File: config.mk
export PLATFORM = sky130hd
export DESIGN_NAME = multi_debounce
export DESIGN_NICKNAME = d
export VERILOG_FILES = /design/src/rtl/multi_debounce_pkg.sv /design/src/rtl/multi_debounce_channel.sv /design/src/rtl/multi_debounce.sv
export SDC_FILE = /design/constraint.sdc
export NUM_CORES = 1
export LEC_CHECK = 0
export BUFFER_PORTS_ARGS = -buffer_cell sky130_fd_sc_hd__buf_2
export CAP_MARGIN = 20
export CORE_UTILIZATION = 30
export CTS_CLUSTER_DIAMETER = 40
export CTS_CLUSTER_SIZE = 16
export DETAILED_ROUTE_END_ITERATION = 10
export HOLD_SLACK_MARGIN = 0.03
export PLACE_DENSITY = 0.42
export SLEW_MARGIN = 5
export SYNTH_ARGS = -nofsm -noshare
export SYNTH_HDL_FRONTEND = slang
export SYNTH_SLANG_ARGS = --single-unit
File: constraint.sdc
create_clock -name src_clk -period 4.15 [get_ports src_clk]
set_input_delay 0.415 -clock src_clk [delete_from_list [all_inputs] [get_ports src_clk]]
set_output_delay 0.415 -clock src_clk [all_outputs]
set_load 0.1 [all_outputs]
File: src/rtl/multi_debounce_pkg.sv
// -----------------------------------------------------------------------------
// debounce_pkg
// Shared constants for the multi-channel push-button debouncer:
//   - default values for every multi_debounce parameter
//   - cnt_width(): bit width needed for a counter that must hold 0..limit
// No ports (package).
// -----------------------------------------------------------------------------
package debounce_pkg;

   localparam int DEF_N_CH         = 4;
   localparam int DEF_TICK_DIV     = 50000;  // 1 ms at 50 MHz
   localparam int DEF_STABLE_TICKS = 10;
   localparam int DEF_LONG_TICKS   = 1000;   // 0 disables long-press
   localparam bit DEF_ACTIVE_LOW   = 1'b0;

   // Bits needed to represent every value 0..limit; never less than one bit,
   // so a limit of 0 still yields a legal one-bit counter.
   function automatic int cnt_width(input int limit);
      return (limit < 1) ? 1 : $clog2(limit + 1);
   endfunction

endpackage

File: src/rtl/multi_debounce_channel.sv
// -----------------------------------------------------------------------------
// debounce_channel
// One push-button channel: 2-flop synchronizer, stable-level qualifier,
// hold timer and registered press/release/long-press pulses.
//   src_clk    in  clock
//   rst        in  synchronous active-high reset
//   tick_i     in  shared sample tick (one cycle wide)
//   raw_i      in  raw asynchronous button input
//   level_o    out debounced pressed state
//   press_o    out one-cycle pulse when level_o first reads 1
//   release_o  out one-cycle pulse when level_o first reads 0
//   long_o     out one-cycle pulse once per press after LONG_TICKS held
// -----------------------------------------------------------------------------
module debounce_channel
   import debounce_pkg::*;
#(
   parameter int STABLE_TICKS = DEF_STABLE_TICKS,
   parameter int LONG_TICKS   = DEF_LONG_TICKS,
   parameter bit ACTIVE_LOW   = DEF_ACTIVE_LOW
) (
   input  logic src_clk,
   input  logic rst,
   input  logic tick_i,
   input  logic raw_i,
   output logic level_o,
   output logic press_o,
   output logic release_o,
   output logic long_o
);

   localparam int STABLE_W = cnt_width(STABLE_TICKS);
   localparam int HOLD_W   = cnt_width(LONG_TICKS);
   localparam logic [STABLE_W-1:0] STABLE_LAST = STABLE_W'(STABLE_TICKS - 1);
   // With LONG_TICKS = 0 the limit is 0, the hold counter can never leave 0
   // and no long-press pulse is ever produced.
   localparam logic [HOLD_W-1:0]   HOLD_LIMIT  = HOLD_W'(LONG_TICKS);

   logic                sync1_q, sync_q;
   logic                level_q, level_d;
   logic [STABLE_W-1:0] stable_q, stable_d;
   logic [HOLD_W-1:0]   hold_q, hold_d;
   logic                press_q, press_d;
   logic                release_q, release_d;
   logic                long_q, long_d;

   always_comb begin
      // NOTE: every signal written here gets a default first, so no path can
      // leave it unassigned and infer a latch.
      level_d  = level_q;
      stable_d = stable_q;
      hold_d   = hold_q;
      long_d   = 1'b0;

      // Stable qualifier: any agreement with the current level restarts the
      // count immediately; a disagreement only advances on ticks.
      if (sync_q == level_q) begin
         stable_d = '0;
      end else if (tick_i) begin
         if (stable_q == STABLE_LAST) begin
            level_d  = sync_q;
            stable_d = '0;
         end else begin
            stable_d = stable_q + 1'b1;
         end
      end

      press_d   =  level_d & ~level_q;
      release_d = ~level_d &  level_q;

      // Hold timer restarts on every level change and saturates at the limit,
      // which is what limits long_o to one pulse per press.
      if (level_d != level_q) begin
         hold_d = '0;
      end else if (level_q && tick_i && (hold_q != HOLD_LIMIT)) begin
         hold_d = hold_q + 1'b1;
         long_d = (hold_d == HOLD_LIMIT);
      end
   end

   // NOTE: sequential state uses non-blocking assignments only, so every
   // register samples the values from before this clock edge.
   always_ff @(posedge src_clk) begin
      if (rst) begin
         sync1_q   <= 1'b0;
         sync_q    <= 1'b0;
         level_q   <= 1'b0;
         stable_q  <= '0;
         hold_q    <= '0;
         press_q   <= 1'b0;
         release_q <= 1'b0;
         long_q    <= 1'b0;
      end else begin
         // Inversion sits ahead of the first flop so everything downstream
         // sees "pressed" as 1.
         sync1_q   <= raw_i ^ ACTIVE_LOW;
         sync_q    <= sync1_q;
         level_q   <= level_d;
         stable_q  <= stable_d;
         hold_q    <= hold_d;
         press_q   <= press_d;
         release_q <= release_d;
         long_q    <= long_d;
      end
   end

   assign level_o   = level_q;
   assign press_o   = press_q;
   assign release_o = release_q;
   assign long_o    = long_q;

endmodule

File: src/rtl/multi_debounce.sv
// -----------------------------------------------------------------------------
// multi_debounce
// N_CH independent push-button debouncers sharing one sample-tick divider.
//   src_clk    in  clock
//   rst        in  synchronous active-high reset
//   pb_in      in  [N_CH] raw asynchronous button inputs
//   pb_level   out [N_CH] debounced pressed state
//   pb_press   out [N_CH] one-cycle pulse on each accepted press
//   pb_release out [N_CH] one-cycle pulse on each accepted release
//   pb_long    out [N_CH] one-cycle pulse once per press after LONG_TICKS held
// -----------------------------------------------------------------------------
module multi_debounce
   import debounce_pkg::*;
#(
   parameter int N_CH         = DEF_N_CH,
   parameter int TICK_DIV     = DEF_TICK_DIV,
   parameter int STABLE_TICKS = DEF_STABLE_TICKS,
   parameter int LONG_TICKS   = DEF_LONG_TICKS,
   parameter bit ACTIVE_LOW   = DEF_ACTIVE_LOW
) (
   input  logic            src_clk,
   input  logic            rst,
   input  logic [N_CH-1:0] pb_in,
   output logic [N_CH-1:0] pb_level,
   output logic [N_CH-1:0] pb_press,
   output logic [N_CH-1:0] pb_release,
   output logic [N_CH-1:0] pb_long
);

   localparam int TICK_W = cnt_width(TICK_DIV - 1);
   localparam logic [TICK_W-1:0] TICK_LAST = TICK_W'(TICK_DIV - 1);

   logic [TICK_W-1:0] tick_cnt_q, tick_cnt_d;
   logic              tick;

   // With TICK_DIV = 1 the counter sits at 0 == TICK_LAST, so tick is
   // permanently high.
   assign tick = (tick_cnt_q == TICK_LAST);

   always_comb begin
      tick_cnt_d = tick ? '0 : tick_cnt_q + 1'b1;
   end

   always_ff @(posedge src_clk) begin
      if (rst) begin
         tick_cnt_q <= '0;
      end else begin
         tick_cnt_q <= tick_cnt_d;
      end
   end

   for (genvar g = 0; g < N_CH; g++) begin : g_ch
      debounce_channel #(
         .STABLE_TICKS (STABLE_TICKS),
         .LONG_TICKS   (LONG_TICKS),
         .ACTIVE_LOW   (ACTIVE_LOW)
      ) u_ch (
         .src_clk   (src_clk),
         .rst       (rst),
         .tick_i    (tick),
         .raw_i     (pb_in[g]),
         .level_o   (pb_level[g]),
         .press_o   (pb_press[g]),
         .release_o (pb_release[g]),
         .long_o    (pb_long[g])
      );
   end

endmodule

==> flow_summary.yaml <==
final_layout:
  diodes: 0
  fillers: 1768
  seqCellArea_mm2: 0.00192
  final_cell_mix: "dfxtp_1 (96), a21oi_1 (52), nand2_1 (50)"
  fin_nets: 645
  area_growth_pct: 8.71
  multi_input_area_mm2: 0.00291
  drive_gt1_frac: 0.0952
  final_common_cell: "dfxtp_1"
synth:
  ys_types: 53
  synth_cells: 636
  syn_area_per_cell_um2: 8.20
  yosysWarnings: 0
  synth_nets: 656
  ys_seq_area_frac: 0.368
  synth_edf_count: 0
  synth_area_mm2: 0.00522
  yosys_register_bits: 96
  ys.flop_type: "dfxtp_1"
  async_reset_ff_frac: 0
clock_tree:
  cts_tree: "done"
  cts.sinks: 96
  ctsLongestPathBuffers: 2
  cts_buffers: 9
  hold_buffers: 0
  clk_pin_slew_ns: 0.07
  postCtsSetupBuffers: 0
  worstSkewPairLatency_ns: 0.35
  h-tree-depth: 3
  ctsResizeCount: 0
  cts-root-buf: "clkbuf_16"
timing:
  finalHoldViolations: 0
  finalSetupViolations: 0
  slew_viol_final: 0
  slew_headroom: 0.568
  finClkSkew_ns: 0.0117
  fmaxAchievable_mhz: 293
  period_minus_slack_ns: 3.41
  rsz0062_at_grt: "false"
  min_period_over_period: 0.821
  fin_setup_tns_ns: 0
  worst_pin_slew_ns: 0.639
hold_path:
  hold_depth: 2
  min_from: "pb_in[2]"
  min_to: "g_ch[2].u_ch.sync1_q"
  worstHoldPathType: "in -> reg"
critical_path:
  critPathMaxFanout: 10
  arrival_ns: 3.62
  required_ns: 4.36
  reg2reg_to: "g_ch[2].u_ch.long_o"
  r2r_slack_ns: 0.74
  criticalPathCategory: "reg -> reg"
  reg2regPathDepth: 9
  cp-start-kind: "flip-flop"
  r2r-start: "tick_cnt_q[11]"
  end_kind: "flip-flop"
drt:
  dr_total_vias: 4568
  dr_wl_met3_um: 296
  drc: 0
  totalWireLength_um: 12700
  routed_via_density: 5.37
  routed.top_layer: "met4"
  routedWlPerCell_um: 15.0
  met1_length_um: 6650
  drtAntennaViolNets: 0
  wl_met2_um: 5600
  drtIter0Drc: 353
  drtPass1Iterations: 5
grt:
  grt_pass1_vias: 4204
  grt_pass1_wl_um: 20900
  antenna_found_initial: 0
  grtUsageTotal: 0.144
  grt_remaining_overflow: 0
  grt_start_max_net_pins: 32
power_and_ir_drop:
  ir_worst_vdd_uv: 182
  power_mw: 1.77
  power.leakage_nw: 1.76
  power_density_mw_per_mm2: 313
floorplan:
  fp.coreArea_mm2: 0.0168
  start_util: 0.311
  rows: 47
  die_h_um: 134
  num_io_pins: 22
  dieArea_mm2: 0.0179
  die_w_um: 134
run_status:
  outcome: "complete, no violations"
flow_run:
  maxCapViolCount: 0
place:
  hpwl_um: 8870
  gp_congestion: 0.797
  port_buffers: 21
cells by family (layout without fill, tap and decap cells):
family,Yosys count,after routing,synth area share
simple gates,288,288,0.325
flops,96,96,0.368
fa+ha+maj,14,14,0.0336
xor+xnor,18,18,0.0302
mux,6,6,0.0118
compound gates,133,133,0.159
buf+inv,81,75,0.0729
worst max-delay path: stages (launching register included):
cell and delay, ns:
dfxtp_1 0.36, or4_1 0.75, or4_4 0.60, o21ai_0 0.23, nand2_1 0.09, ha_1 0.33, nand2b_1 0.24, nor2_1 0.17
o21ai_0 0.09, a2111oi_0 0.42
synth_stat cells, drive strengths merged (5+ instances only):
master | count | area (um2)
nor2b | 20 | 125
nor3b | 6 | 45.0
or3 | 13 | 81.3
o41ai | 5 | 43.8
xor2 | 10 | 87.6
a21oi | 52 | 260
and4 | 7 | 61.3
inv | 30 | 113
and2 | 8 | 50.1
nand4 | 28 | 175
clkbuf | 27 | 101
and3 | 6 | 37.5
dfxtp | 96 | 1920
nand2b | 16 | 100
nand3 | 33 | 165
buf | 24 | 166
a31oi | 9 | 56.3
o21ai | 30 | 150
nand4b | 8 | 70.1
ha | 14 | 175
nor2 | 25 | 93.8
or4 | 29 | 229
nor3 | 8 | 40.0
nand2 | 50 | 188
o31ai | 19 | 143
xnor2 | 8 | 70.1
mux2i | 5 | 50.1
nor4 | 19 | 125
final cells by class:
class / count / area share
Clock buffer: 9 / 0.0397
Clock inverter: 7 / 0.0104
Inverter: 30 / 0.0199
Multi-Input combinational cell: 459 / 0.514
Sequential cell: 96 / 0.339
Tap cell: 220 / 0.0485
Timing Repair Buffer: 29 / 0.0287
how the worst max path moves through the flow:
stage | from | to | slack (ns) | depth (start not counted)
floorplan | tick_cnt_q[5] | g_ch[0].u_ch.long_o | 1.17 | 10
global placement | tick_cnt_q[11] | g_ch[3].u_ch.long_o | 0.87 | 9
detailed placement | tick_cnt_q[11] | g_ch[2].u_ch.long_o | 0.80 | 9
CTS | tick_cnt_q[11] | g_ch[2].u_ch.long_o | 0.76 | 9
global route | tick_cnt_q[11] | g_ch[2].u_ch.long_o | 0.48 | 9
finish | tick_cnt_q[11] | g_ch[2].u_ch.long_o | 0.74 | 9
sequential cells by signal (all words and copies together), names as in the netlist:
| register | flops |
|---|---|
| g_ch.u_ch.hold_q | 40 |
| g_ch.u_ch.stable_q | 16 |
| tick_cnt_q | 16 |
| g_ch.u_ch.level_o | 4 |
| g_ch.u_ch.long_o | 4 |
| g_ch.u_ch.press_o | 4 |
| g_ch.u_ch.release_o | 4 |
| g_ch.u_ch.sync1_q | 4 |
| g_ch.u_ch.sync_q | 4 |
where the power goes:
| part | total (mW) | switching (mW) | internal [mW] | leakage, nW |
|---|---|---|---|---|
| Sequential | 0.932 | 0.00537 | 0.926 | 0.775 |
| Clock | 0.811 | 0.393 | 0.418 | 0.134 |
| Combinational | 0.0305 | 0.0210 | 0.00955 | 0.847 |
stage by stage:
stage / std cells / cell area, um2 / util / hold slack [ns] / worst slack (ns)
after detailed placement: 833 / 5380 / 0.321 / 0.426 / 0.797
after floorplan: 636 / 5220 / - / 0.413 / 1.17
after global placement: 833 / 5380 / 0.321 / 0.418 / 0.869
after CTS: 849 / 5670 / 0.338 / 0.258 / 0.759
final: 850 / 5670 / 0.338 / 0.270 / 0.742
after global routing: 850 / 5670 / 0.338 / 0.253 / 0.476
layer usage:
metal,global-route usage,vias to the layer above
met1,0.198,2166
met4,0.0372,0
li1,-,2319
met2,0.224,66
met5,0,-
met3,0.0370,17
Power figures use the tool's default switching activity.
